<file path="src/rtl/regfile_ctrl_pkg.sv">
// Shared definitions for the register-file command initiator.
//   RF_DATA_W / RF_ADDR_W / RF_NUM_REGS : default geometry of the 32x32 register file
//   op_e    : command opcodes carried on cmd_op
//   state_e : initiator FSM states
package regfile_ctrl_pkg;

    localparam int RF_DATA_W   = 32;
    localparam int RF_ADDR_W   = 5;
    localparam int RF_NUM_REGS = 32;

    typedef enum logic [1:0] {
        OP_WRITE = 2'b00,
        OP_READ  = 2'b01,
        OP_SWAP  = 2'b10,
        OP_CLEAR = 2'b11
    } op_e;

    typedef enum logic [2:0] {
        S_IDLE   = 3'd0,
        S_WR     = 3'd1,
        S_RD     = 3'd2,
        S_SWP_RD = 3'd3,
        S_SWP_W1 = 3'd4,
        S_SWP_W2 = 3'd5,
        S_CLR    = 3'd6
    } state_e;

endpackage

</file>
<file path="src/rtl/regfile_cmd_initiator.sv">
// Command-driven initiator for a register file with one write port and two
// combinational read ports. Executes WRITE / READ / SWAP / CLEAR commands taken
// from a valid/ready channel; READ data is returned on a valid/ready response channel.
//   clk, rst (async, active-low)
//   cmd_valid/cmd_ready, cmd_op, cmd_addr_a, cmd_addr_b, cmd_data : command channel
//   resp_valid/resp_ready, resp_data                               : READ response channel
//   busy                                                           : FSM active or response pending
//   rf_writeEn/rf_writeAdd/rf_Din, rf_read1Add/rf_read2Add         : to register file
//   rf_Dout1/rf_Dout2                                              : from register file
module regfile_cmd_initiator
    import regfile_ctrl_pkg::*;
#(
    parameter int DATA_W   = RF_DATA_W,
    parameter int ADDR_W   = RF_ADDR_W,
    parameter int NUM_REGS = RF_NUM_REGS
) (
    input  logic              clk,
    input  logic              rst,
    input  logic              cmd_valid,
    output logic              cmd_ready,
    input  logic [1:0]        cmd_op,
    input  logic [ADDR_W-1:0] cmd_addr_a,
    input  logic [ADDR_W-1:0] cmd_addr_b,
    input  logic [DATA_W-1:0] cmd_data,
    output logic              resp_valid,
    input  logic              resp_ready,
    output logic [DATA_W-1:0] resp_data,
    output logic              busy,
    output logic              rf_writeEn,
    output logic [ADDR_W-1:0] rf_writeAdd,
    output logic [DATA_W-1:0] rf_Din,
    output logic [ADDR_W-1:0] rf_read1Add,
    output logic [ADDR_W-1:0] rf_read2Add,
    input  logic [DATA_W-1:0] rf_Dout1,
    input  logic [DATA_W-1:0] rf_Dout2
);

    localparam logic [ADDR_W-1:0] CLR_LAST = ADDR_W'(NUM_REGS - 1);

    state_e            state, state_nxt;
    logic [ADDR_W-1:0] a_q, b_q;
    logic [DATA_W-1:0] data_q;
    logic [DATA_W-1:0] tmp_a, tmp_b;
    logic [ADDR_W-1:0] clr_cnt;
    logic              cmd_fire;

    // Latched operand addresses drive the read ports directly, so they simply
    // hold their last value outside the read states.
    assign rf_read1Add = a_q;
    assign rf_read2Add = b_q;
    assign cmd_fire    = cmd_valid && cmd_ready;

    always_ff @(posedge clk or negedge rst) begin
        if (!rst) begin
            state      <= S_IDLE;
            a_q        <= '0;
            b_q        <= '0;
            data_q     <= '0;
            tmp_a      <= '0;
            tmp_b      <= '0;
            clr_cnt    <= '0;
            resp_valid <= 1'b0;
            resp_data  <= '0;
        end else begin
            state <= state_nxt;
            if (cmd_fire) begin
                a_q    <= cmd_addr_a;
                b_q    <= cmd_addr_b;
                data_q <= cmd_data;
            end
            // Both operands are captured before either write, so a==b
            // rewrites the unchanged value twice.
            if (state == S_SWP_RD) begin
                tmp_a <= rf_Dout1;
                tmp_b <= rf_Dout2;
            end
            if (state == S_CLR)
                clr_cnt <= (clr_cnt == CLR_LAST) ? '0 : clr_cnt + 1'b1;
            if (state == S_RD) begin
                resp_valid <= 1'b1;
                resp_data  <= rf_Dout1;
            end else if (resp_valid && resp_ready) begin
                resp_valid <= 1'b0;
            end
        end
    end

    // Next state and register-file write port. The write port is decoded from
    // state alone, so an async reset removes a write in the same instant.
    always_comb begin
        state_nxt   = state;
        rf_writeEn  = 1'b0;
        rf_writeAdd = '0;
        rf_Din      = '0;
        unique case (state)
            S_IDLE: begin
                if (cmd_fire) begin
                    unique case (op_e'(cmd_op))
                        OP_WRITE: state_nxt = S_WR;
                        OP_READ:  state_nxt = S_RD;
                        OP_SWAP:  state_nxt = S_SWP_RD;
                        OP_CLEAR: state_nxt = S_CLR;
                        default:  state_nxt = S_IDLE;
                    endcase
                end
            end
            S_WR: begin
                rf_writeEn  = 1'b1;
                rf_writeAdd = a_q;
                rf_Din      = data_q;
                state_nxt   = S_IDLE;
            end
            S_RD:     state_nxt = S_IDLE;
            S_SWP_RD: state_nxt = S_SWP_W1;
            S_SWP_W1: begin
                rf_writeEn  = 1'b1;
                rf_writeAdd = a_q;
                rf_Din      = tmp_b;
                state_nxt   = S_SWP_W2;
            end
            S_SWP_W2: begin
                rf_writeEn  = 1'b1;
                rf_writeAdd = b_q;
                rf_Din      = tmp_a;
                state_nxt   = S_IDLE;
            end
            S_CLR: begin
                rf_writeEn  = 1'b1;
                rf_writeAdd = clr_cnt;
                rf_Din      = '0;
                if (clr_cnt == CLR_LAST)
                    state_nxt = S_IDLE;
            end
            default: state_nxt = S_IDLE;
        endcase
    end

    // rst is folded in so the channel reads not-ready while reset is held.
    assign cmd_ready = rst && (state == S_IDLE) && !resp_valid;
    assign busy      = (state != S_IDLE) || resp_valid;

endmodule
</file>
<file path="config.mk">
export PLATFORM = sky130hd
export DESIGN_NAME = regfile_cmd_initiator
export DESIGN_NICKNAME = d
export VERILOG_FILES = /design/src/rtl/regfile_ctrl_pkg.sv /design/src/rtl/regfile_cmd_initiator.sv
export SDC_FILE = /design/constraint.sdc
export NUM_CORES = 1
export LEC_CHECK = 0
export BUFFER_PORTS_ARGS = -buffer_cell sky130_fd_sc_hd__buf_4
export CAP_MARGIN = 20
export CORE_ASPECT_RATIO = 1.5
export CORE_MARGIN = 3
export CORE_UTILIZATION = 52
export DETAILED_ROUTE_END_ITERATION = 7
export GPL_ROUTABILITY_DRIVEN = 1
export PLACE_DENSITY = 0.82
export SYNTH_ARGS = -nofsm -noshare
export SYNTH_HDL_FRONTEND = slang
export SYNTH_SLANG_ARGS = --single-unit
</file>
<file path="constraint.sdc">
create_clock -name clk -period 2.3 [get_ports clk]
set_input_delay 0.23 -clock clk [delete_from_list [all_inputs] [get_ports clk]]
set_output_delay 0.23 -clock clk [all_outputs]
set_load 0.03 [all_outputs]
</file>
==> results.md <==
Power and ir drop:
- The analysis attributes to cell leakage a power of approximately 4.2 nW.
- The power per standard cell area is ~1600 mW/mm^2.
- VDD sags by at most around 1.0 mV.

Global route:
- The via count of the first global-routing pass is roughly 5400.
- For this run, global-route usage on met3 was measured as approximately 5.6%.
- The highest-utilization routing layer at the global route stage is met2.
- The wire length of the first global-routing pass is about 28000 um.
- The global routing usage summed across all routing layers is between 20% and 30%.
- The initial antenna violation count came to 0.
- The pin count of the biggest net entering global routing is 74.
- The total global routing overflow is 0.
- For this run, global-route usage on met2 was measured as 45.4%.
- The global-route track usage on met1 is about 28%.

Logic synthesis:
- The number of unique standard cell types used by synthesis is 32.
- In the synthesized netlist the dominant register cell turns out to be dfrtp_1.
- Multiplexer cells account for approximately a third of the synthesized area.
- The cell area after technology mapping is about 0.0068 sq mm.
- In the post-synthesis netlist, the biggest area contributors are dfrtp_1, mux2_2, mux2_4, a22oi_1, nor2_1.
- The xor and xnor area share after synthesis is 0%.
- The number of standard cells after synthesis is 477.
- Of the post-synthesis cell area, the dominant cell type holds a little over half.
- The fraction of registers with async set/reset is between 90% and 100%.
- The warning count from the yosys run is 0.
- The main combinational cell family by area after synthesis is multiplexers.
- The count of flip-flops with a built-in enable after synthesis is 0.
- Dividing the synthesized area by the synthesized cell count gives roughly 14 sq um.
- For this run, the register share of the synthesized area comes to between 50% and 60%.
- The number of nets in the synthesized netlist is just under 600.
- Summing the areas of all fa, ha and maj instances in the mapped netlist gives 0.370% of the synthesized area.
- The leading area contributor after synthesis is dfrtp_1.
- Counting flops and latches in the post-synthesis netlist gives approximately 150.
- Summing the areas of all and, or, nand and nor instances in the mapped netlist gives 5.20% of the synthesized area.
- The synthesized netlist devotes under 10% of its cell area to compound gates.

Clocking:
- The root buffer cell chosen for the clock tree is clkbuf_16.
- TritonCTS built the clock tree.
- The clock latency reported for the late side of the worst-skew pair is between 0.4 and 0.5 ns.
- The clock passes through at most 2 buffers.
- The CTS clock-pin slew for the worst setup and hold paths is roughly 0.060 ns.
- The clock drives approximately 150 sinks.
- The depth of the CTS H-tree is 4.
- The number of buffers added by the clock tree synthesis step is 17.

Critical path:
- For this run, the slowest stage of the critical path takes roughly 0.53 ns.
- The launch instance of the worst register-to-register path is state[2].
- The most frequent cell on the critical path is buf_4.
- The slowest stage of the critical path belongs to the cell dfrtp_2.
- The count of cells along the worst register-to-register path is 5.
- The cell family contributing the most delay on the critical path is simple AND/OR/NAND/NOR gates.
- Traced cell by cell, the critical path runs through buf_4 > nor2b_1 > nand2_1 > nand3_1 > buf_4.
- The launching element type of the critical path is a register.
- The buffering stage count on the worst path with inverters included is 2.
- The worst path arrival time is a little under 2 ns.
- The logic depth of the worst setup path including buffers is 5.
- The endpoint class of the critical path is a primary output.
- At the worst endpoint, the required time is between 2 and 2.5 ns.
- The largest fanout on the critical path is 19.
- In this run the critical register-to-register path is captured at rf_read1Add[2].
- The critical path class is reg -> out.
- Setup slack on the worst reg-to-reg path comes out at 0.38 ns.

STA:
- The count of endpoints failing setup in the final report is 0.
- The maximum clock frequency is between 0.4 and 0.5 GHz.
- The transition at the pin with the smallest max-transition slack is around 0.9 ns.
- In the final timing run, aggregate negative setup slack is 0 ns.
- The tightest slew margin relative to the limit is about 40%.
- The post-layout minimum cycle time is ~2.2 ns.
- The number of pins exceeding their max-slew limit in the final report is 0.
- Setup repair after global routing left no endpoint under its margin.
- The worst path uses 94.8% of the clock period.
- On the final layout, the worst clock skew is between 0.007 and 0.008 ns.
- The number of endpoints with negative hold slack in the final report is 0.

Job:
- Max-cap violations in this run came to 0.

Routing:
- The detailed-route DRC error count is 0.
- Dividing the detail-routed wire length by the instance count gives approximately 21 um.
- The pre-antenna-repair detailed-routing pass consisted of 5 iterations.
- Dividing the detail-routed via count by the number of cells gives approximately 5.6.
- The routed design has ~17000 um of wire.
- After the first detailed-routing iteration, the DRC count stood at 178.
- The routed layout has roughly 4800 vias.
- The final antenna-violating net count is 0.

Floorplan:
- Pin placement for this block handled 195 I/O pins.
- The floorplan has 50 rows.
- The y dimension of the die is approximately 150 um.
- The starting density of the core is 53.5%.
- The total area inside the core boundary comes to about 0.013 sq mm.
- The die is slightly below 100 um wide.
- The die covers ~0.014 sq mm.

Final layout:
- Compared with the post-synthesis result, the final layout area differs by 32.6%.
- In the final layout, flip-flops and latches occupy around 0.0037 sq mm.
- Leaving out fill and tap cells, the most frequent cell in the layout is buf_4.
- The total of fill cells in the finished design is between 800 and 900.
- The number of nets in the finished design is 789.
- The area of the multi-input gates is approximately 0.0029 sq mm.
- The number of antenna diodes is 0.
- The top cell types in the final layout, fill and taps aside, are buf_4, dfrtp_1, mux2_2, mux2_4, nor2_1.
- The layout cell share with drive strength beyond 1 is between 60 and 70%.
- Measured on the finished design, the core utilization comes to 71.0%.

Min path:
- The path class of the tightest hold or removal check is in -> reg.
- The launch point of the worst hold path is cmd_data[16].
- The worst hold path stage count is 2.
- The worst hold path terminates at data_q[16].

Place:
- Port buffering added about 190 buffers.
- The post-detailed-placement half-perimeter wirelength is approximately 12000 um.
- The congestion estimate from routability-driven global placement came to ~0.84.

Run status:
- The flow ran to the end, and the final reports show no timing, DRC or antenna violations.
[worst register-to-register path, stage by stage, from the launching register on]
cell and delay, ns:
dfrtp_4 0.52, buf_4 0.16, nor4_4 0.22, and3_2 0.26
buf_12 0.27, mux2_2 0.37
[final cells by class]
type                    instances  area share, %
multi-input cells             294           31.8
clock inverters                12           1.44
clock buffers                  20           4.98
well taps                     156           2.18
flip-flops and latches        147           41.1
repair buffers                212           18.4
inverters                       3          0.125
[worst max-delay path by stage]
stage	from	end	slack (ns)
detailed placement	state[2]	rf_Din[0]	0.30
global route	state[1]	rf_writeAdd[1]	0.02
floorplan	state[0]	rf_Din[10]	0.57
finish	state[1]	rf_writeAdd[1]	0.12
CTS	state[0]	rf_Din[31]	0.09
global placement	state[2]	rf_Din[11]	0.35
[cell usage after synthesis, drive strengths merged, types with 2 or more instances]
cell	instances
nand3	16
buf	24
ha	2
a31oi	2
clkbuf	9
nor2	36
and3	2
inv	3
a21o	2
nor3	2
dfrtp	147
a22oi	32
mux2	177
nand3b	2
o21ai	2
nand2	7
nor2b	2
[state kept, by name, summed over array words and instances (netlist names)]
| signal | cells |
|---|---|
| rf_read2Add | 5 |
| data_q | 32 |
| resp_valid | 1 |
| state | 3 |
| tmp_a | 32 |
| tmp_b | 32 |
| rf_read1Add | 5 |
| resp_data | 32 |
| clr_cnt | 5 |
[repair_timing]
action | in CTS | in global routing
pin swaps | 0 | 0
cloned | 0 | 0
hold buffers | 1 | 0
setup endpoints to repair | 23 | 1
gates resized for setup | 1 | 1
buffers inserted | 3 | 0
endpoints found under the hold margin | 29 | 0
[metrics by stage]
step	cell area, sq um	total power [mW]	hold WS, ns	cells	setup slack, ns
floorplan	6770	9.18	-0.0656	477	0.573
global placement	8360	11.2	0.131	808	0.347
detailed placement	8360	11.5	0.137	808	0.304
CTS	8970	14.3	0.0248	844	0.0948
global route	8970	14.9	0.0338	844	0.0177
finish	8970	14.2	0.0448	844	0.120
[logic make-up after synthesis]
group           Yosys count
mux                     177
flops                   147
simple gates             72
compound gates           43
buf+inv                  36
fa+ha+maj                 2
[per-layer routing]
| metal | part of all wire (%) | vias to the layer above |
|---|---|---|
| met3 | 4.6 | 35 |
| met5 | 0 | - |
| met2 | 57 | 142 |
| met4 | 2.7 | 0 |
| li1 | - | 2115 |
| met1 | 36 | 2465 |
[power breakdown]
| group | switching, mW | internal [mW] | total, mW |
|---|---|---|---|
| combinational | 3.48 | 3.31 | 6.80 |
| sequential | 0.828 | 3.89 | 4.72 |
| clock | 1.07 | 1.63 | 2.69 |
| total | 5.38 | 8.83 | 14.2 |
(Power assumes the default switching activity.)
